### config.mk
export PLATFORM = sky130hd
export DESIGN_NAME = fifo_async_write_ptr
export DESIGN_NICKNAME = d
export VERILOG_FILES = /design/src/rtl/fifo_async_write_ptr.sv
export SDC_FILE = /design/constraint.sdc
export NUM_CORES = 1
export LEC_CHECK = 0
export ABC_CLOCK_PERIOD_IN_PS = 2000
export BUFFER_PORTS_ARGS = -buffer_cell sky130_fd_sc_hd__buf_2
export CORE_MARGIN = 10
export CORE_UTILIZATION = 41
export CTS_CLUSTER_DIAMETER = 80
export DETAILED_ROUTE_END_ITERATION = 8
export PLACE_DENSITY_LB_ADDON = 0.2
export SYNTH_ARGS = -nofsm -noshare
export SYNTH_HDL_FRONTEND = slang
export SYNTH_SLANG_ARGS = --single-unit
export TNS_END_PERCENT = 100
### constraint.sdc
create_clock -name clk_in -period 2 [get_ports clk_in]
set_input_delay 0 -clock clk_in [delete_from_list [all_inputs] [get_ports clk_in]]
set_output_delay 0 -clock clk_in [all_outputs]
set_load 0.02 [all_outputs]
### src/rtl/fifo_async_write_ptr.sv
// Write-side pointer, full/almost-full/level flags and sticky overflow for the async FIFO.
// Publishes a registered Gray pointer toward the read-domain synchroniser.
module fifo_async_write_ptr #(
    parameter int unsigned ADDR_WIDTH = 3,
    parameter int unsigned AF_THRESH  = 6
) (
    input  logic                  clk_in,
    input  logic                  rst_in,
    input  logic                  write_in,
    input  logic                  clr_ovf_in,
    input  logic [ADDR_WIDTH:0]   rptr_g_sync_in,
    output logic                  wen_out,
    output logic [ADDR_WIDTH-1:0] waddr_out,
    output logic [ADDR_WIDTH:0]   wptr_b_out,
    output logic [ADDR_WIDTH:0]   wptr_g_out,
    output logic                  full_out,
    output logic                  almost_full_out,
    output logic [ADDR_WIDTH:0]   level_out,
    output logic                  overflow_out
);

    localparam int unsigned PtrW = ADDR_WIDTH + 1;
    // Full when write Gray equals read Gray with its top two bits inverted.
    localparam logic [PtrW-1:0] FullMask = PtrW'(3) << (PtrW - 2);
    localparam logic [PtrW-1:0] AfThresh = PtrW'(AF_THRESH);

    function automatic logic [PtrW-1:0] gray2bin(input logic [PtrW-1:0] g);
        logic [PtrW-1:0] b;
        for (int i = 0; i < PtrW; i++) begin
            b[i] = ^(g >> i);
        end
        return b;
    endfunction

    logic [PtrW-1:0] wptr_b_q, wptr_b_d;
    logic [PtrW-1:0] wptr_g_q, wptr_g_d;
    logic [PtrW-1:0] level_q, level_d;
    logic [PtrW-1:0] rptr_b_sync;
    logic            full_q, full_d;
    logic            af_q, af_d;
    logic            ovf_q, ovf_d;
    logic            wen;

    always_comb begin
        wen         = write_in & ~full_q;
        rptr_b_sync = gray2bin(rptr_g_sync_in);
        wptr_b_d    = wptr_b_q + PtrW'(wen);
        wptr_g_d    = (wptr_b_d >> 1) ^ wptr_b_d;
        full_d      = (wptr_g_d == (rptr_g_sync_in ^ FullMask));
        level_d     = wptr_b_d - rptr_b_sync;
        af_d        = (level_d >= AfThresh);
        // Set has priority over clear.
        ovf_d       = (write_in & full_q) | (ovf_q & ~clr_ovf_in);
    end

    always_ff @(posedge clk_in) begin
        if (rst_in) begin
            wptr_b_q <= '0;
            wptr_g_q <= '0;
            level_q  <= '0;
            full_q   <= 1'b0;
            af_q     <= 1'b0;
            ovf_q    <= 1'b0;
        end else begin
            wptr_b_q <= wptr_b_d;
            wptr_g_q <= wptr_g_d;
            level_q  <= level_d;
            full_q   <= full_d;
            af_q     <= af_d;
            ovf_q    <= ovf_d;
        end
    end

    assign wen_out         = wen;
    assign waddr_out       = wptr_b_q[ADDR_WIDTH-1:0];
    assign wptr_b_out      = wptr_b_q;
    assign wptr_g_out      = wptr_g_q;
    assign full_out        = full_q;
    assign almost_full_out = af_q;
    assign level_out       = level_q;
    assign overflow_out    = ovf_q;

endmodule

==> insert_results.sql <==
INSERT INTO impl_metrics (metric_group, metric, value, unit) VALUES
('floorplan', 'design.portCount', '27', ''),
('timing', 'minimum_hold_slack', '0.02909', 'ns'),
('critical_path', 'critPathMaxFanout', '3', ''),
('detailed_routing', 'wl_per_cell', '12.75', 'um'),
('min_path', 'hp-start', 'rptr_g_sync_in[3]', ''),
('layout', 'insertedDiodeCount', '0', ''),
('critical_path', 'cp_slowest_cell', 'sky130_fd_sc_hd__fa_2', ''),
('clock_network', 'clk_pin_slew', '0.08', 'ns'),
('layout', 'layout.filler_cells', '139', ''),
('grt', 'first_global_vias', '529', ''),
('yosys', 'yosysSeqAreaShare', '41.40', '%'),
('placement', 'numPortBuffers', '26', ''),
('detailed_routing', 'postRouteAntennaNets', '0', ''),
('clock_network', 'clock-sinks', '14', ''),
('floorplan', 'rows', '14', ''),
('yosys', 'ys_warn_count', '0', ''),
('grt', 'grt_overflow', '0', ''),
('layout', 'sequential_cell_area', '284.0', 'sq um'),
('timing', 'setup-violations-final', '0', ''),
('critical_path', 'critPathKind', 'reg -> reg', ''),
('timing', 'final_min_period_over_clock_period', '96.58', '%'),
('timing', 'fin_worst_skew', '0.003804', 'ns'),
('layout', 'count_of_nets_after_finishing', '111', ''),
('critical_path', 'cp_top_family', 'adder cells', ''),
('critical_path', 'critical_path.cell_chain', 'nor2b_4, ha_4, inv_1, ha_2, fa_2, or3_1, o21ai_1', ''),
('timing', 'finalHoldViolations', '0', ''),
('yosys', 'ys_top_cells_by_area', 'sky130_fd_sc_hd__dfxtp_1, sky130_fd_sc_hd__ha_1, sky130_fd_sc_hd__xnor2_1', ''),
('timing', 'max_slew.worst_pin.slew', '0.3591', 'ns'),
('critical_path', 'reg2regPathDepth', '7', ''),
('power', 'powerDensity', '887.3', 'nW/um^2'),
('critical_path', 'worstPathRequired', '2.21', 'ns'),
('clock_network', 'tritoncts_clock_tree', 'yes', ''),
('detailed_routing', 'drt_via_density', '4.563', ''),
('run_status', 'status', 'finished clean', ''),
('clock_network', 'cts-root-to-sink-buffers', '2', ''),
('critical_path', 'timing.critical_path.to_type', 'flip-flop', ''),
('clock_network', 'clock-root-buffer', 'sky130_fd_sc_hd__clkbuf_4', ''),
('yosys', 'synth_area_leader_cell', 'sky130_fd_sc_hd__dfxtp_1', ''),
('timing', 'achievable-frequency', '517.7', 'MHz'),
('detailed_routing', 'drt_pre_antenna_iters', '2', ''),
('run', 'max_cap_viol_count', '0', ''),
('yosys', 'syn_avg_cell_area', '10.41', 'sq um'),
('min_path', 'min_to', 'full_out$_SDFF_PP0_', ''),
('layout', 'layoutNonFillerInstCount', '112', ''),
('clock_network', 'later_pin_clock_latency_in_the_skew_report', '0.28', 'ns'),
('grt', 'grt_first_pass_wirelength', '2.235', 'mm'),
('grt', 'grt_max_degree', '16', ''),
('placement', 'globalplace.congestion', '0.7278', ''),
('timing', 'timing.final.crit_period', '1.932', 'ns'),
('placement', 'place.detailed.instances', '103', ''),
('floorplan', 'core_area', '1541', 'sq um'),
('power', 'design_power_total', '848.2', 'uW'),
('placement', 'dpl.hpwl', '1.132', 'mm'),
('layout', 'layout_cells_sized_above_1', '48.96', '%'),
('layout', 'layout_overhead_on_the_synthesized_area', '41.22', '%'),
('detailed_routing', 'detailroute.via_count', '511', ''),
('clock_network', 'cts_inserted_buffers', '3', ''),
('timing', 'setup_total_neg_slack', '0', 'ns'),
('grt', 'grt_antenna_before_repair', '0', ''),
('detailed_routing', 'drc', '0', ''),
('timing', 'report.final.slew_viol_count', '0', ''),
('floorplan', 'chipHeight', '60.63', 'um'),
('layout', 'postLayoutCoreUtil', '62.01', '%'),
('floorplan', 'die_w', '60.63', 'um'),
('yosys', 'yosys_register_bits', '14', ''),
('yosys', 'netlist.area_leader.share', '41.40', '%'),
('yosys', 'count_of_mapped_cells_out_of_synthesis', '65', ''),
('critical_path', 'worst_setup_path_start_kind', 'flip-flop', ''),
('power', 'p_leak', '0.0004611', 'uW'),
('grt', 'gr-usage-all-layers', '7.946', '%'),
('yosys', 'synth_fp_nets', '79', '');
worst register-to-register path, cell delays in order, from the launching register on:
cell and delay [ns]:
sky130_fd_sc_hd__dfxtp_4 0.36, sky130_fd_sc_hd__nor2b_4 0.14, sky130_fd_sc_hd__ha_4 0.22, sky130_fd_sc_hd__inv_1 0.07, sky130_fd_sc_hd__ha_2 0.19, sky130_fd_sc_hd__fa_2 0.44
sky130_fd_sc_hd__or3_1 0.38, sky130_fd_sc_hd__o21ai_1 0.07
layer usage:
metal  vias up  GRT usage (%)  part of all wire [%]
met5         -              0                     0
met4         0          4.702                  0.84
met3         2          3.758                    14
met2        19          12.52                    46
met1       228          8.493                    39
li1        262              -                     -
kinds of logic (layout without fill, tap and decap cells):
| group | after synthesis | count (layout) | share of synthesized area, % |
|---|---|---|---|
| adder cells (fa/ha/maj) | 6 | 6 | 12.20 |
| buffers and inverters | 8 | 39 | 6.654 |
| AO/OA/AOI/OAI | 5 | 5 | 5.175 |
| AND/OR/NAND/NOR | 19 | 19 | 13.49 |
| flip-flops | 14 | 14 | 41.40 |
| XOR/XNOR | 13 | 13 | 21.07 |
synthesized netlist by cell type, drive strengths merged:
library cell and instances:
ha 5, or3 2, nor2b 2, xnor2 6, buf 4, o21ai 2
clkbuf 1, inv 3, xnor3 1, nand2b 1, nand2 2, a21oi 2
xor2 6, a2111oi 1, nand3 2, nor2 10, fa 1, dfxtp 14
worst max path at each step:
stage               cells after the start  slack (ns)                start                          to
floorplan                               9        0.03  full_out$_SDFF_PP0_  almost_full_out$_SDFF_PP0_
global placement                        9        0.02  full_out$_SDFF_PP0_  almost_full_out$_SDFF_PP0_
detailed placement                      9       0.002  full_out$_SDFF_PP0_  almost_full_out$_SDFF_PP0_
CTS                                     8       0.008  full_out$_SDFF_PP0_  almost_full_out$_SDFF_PP0_
global route                            9       -0.03  full_out$_SDFF_PP0_  almost_full_out$_SDFF_PP0_
finish                                  7        0.07  full_out$_SDFF_PP0_  almost_full_out$_SDFF_PP0_
through the flow:
stage	worst slack, ns	instance area (sq um)
6_report	0.06843	955.9
2_1_floorplan	0.02751	724.4
4_1_cts	0.008267	904.6
3_3_place_gp	0.02485	848.3
3_5_place_dp	0.001737	848.3
5_1_grt	-0.03162	955.9
placed cells by master (no fill, tap or decap), types with 2 or more instances in the layout:
cell type                       count
sky130_fd_sc_hd__nand2_1            2
sky130_fd_sc_hd__ha_4               3
sky130_fd_sc_hd__xnor2_1            6
sky130_fd_sc_hd__xor2_1             3
sky130_fd_sc_hd__o21ai_1            2
sky130_fd_sc_hd__buf_2             26
sky130_fd_sc_hd__dfxtp_1           13
sky130_fd_sc_hd__nor2_1            10
sky130_fd_sc_hd__xor2_2             2
sky130_fd_sc_hd__clkbuf_4           3
sky130_fd_sc_hd__buf_4              4
sky130_fd_sc_hd__dlygate4sd3_1      2
sky130_fd_sc_hd__or3_1              2
sky130_fd_sc_hd__inv_1              3
power breakdown:
group / switching (uW) / internal (uW) / total (uW)
clock network: 90.6 / 111 / 201
logic: 176 / 136 / 312
registers: 15.6 / 319 / 335
total: 283 / 566 / 848
cell type report:
cell class	count	area share [%]
Inverter	3	1.178
Tap cell	16	2.094
Timing Repair Buffer	32	18.85
Sequential cell	14	29.71
Clock buffer	4	3.796
Multi-Input combinational cell	43	44.37
sequential cells by signal (all words and copies together) (netlist names):
| signal | cells |
|---|---|
| almost_full_out | 1 |
| wptr_g_out | 3 |
| wptr_b_out | 4 |
| level_out | 4 |
| overflow_out | 1 |
| full_out | 1 |
timing repair:
item                                   in CTS  in global routing
resized for setup                           1                  6
hold buffers                                2                  0
pin swaps                                   0                  2
setup endpoints to repair                   1                  3
endpoints found under the hold margin       1                  0
buffers inserted                            0                  3
No activity file was read; power rests on OpenSTA's default activity.
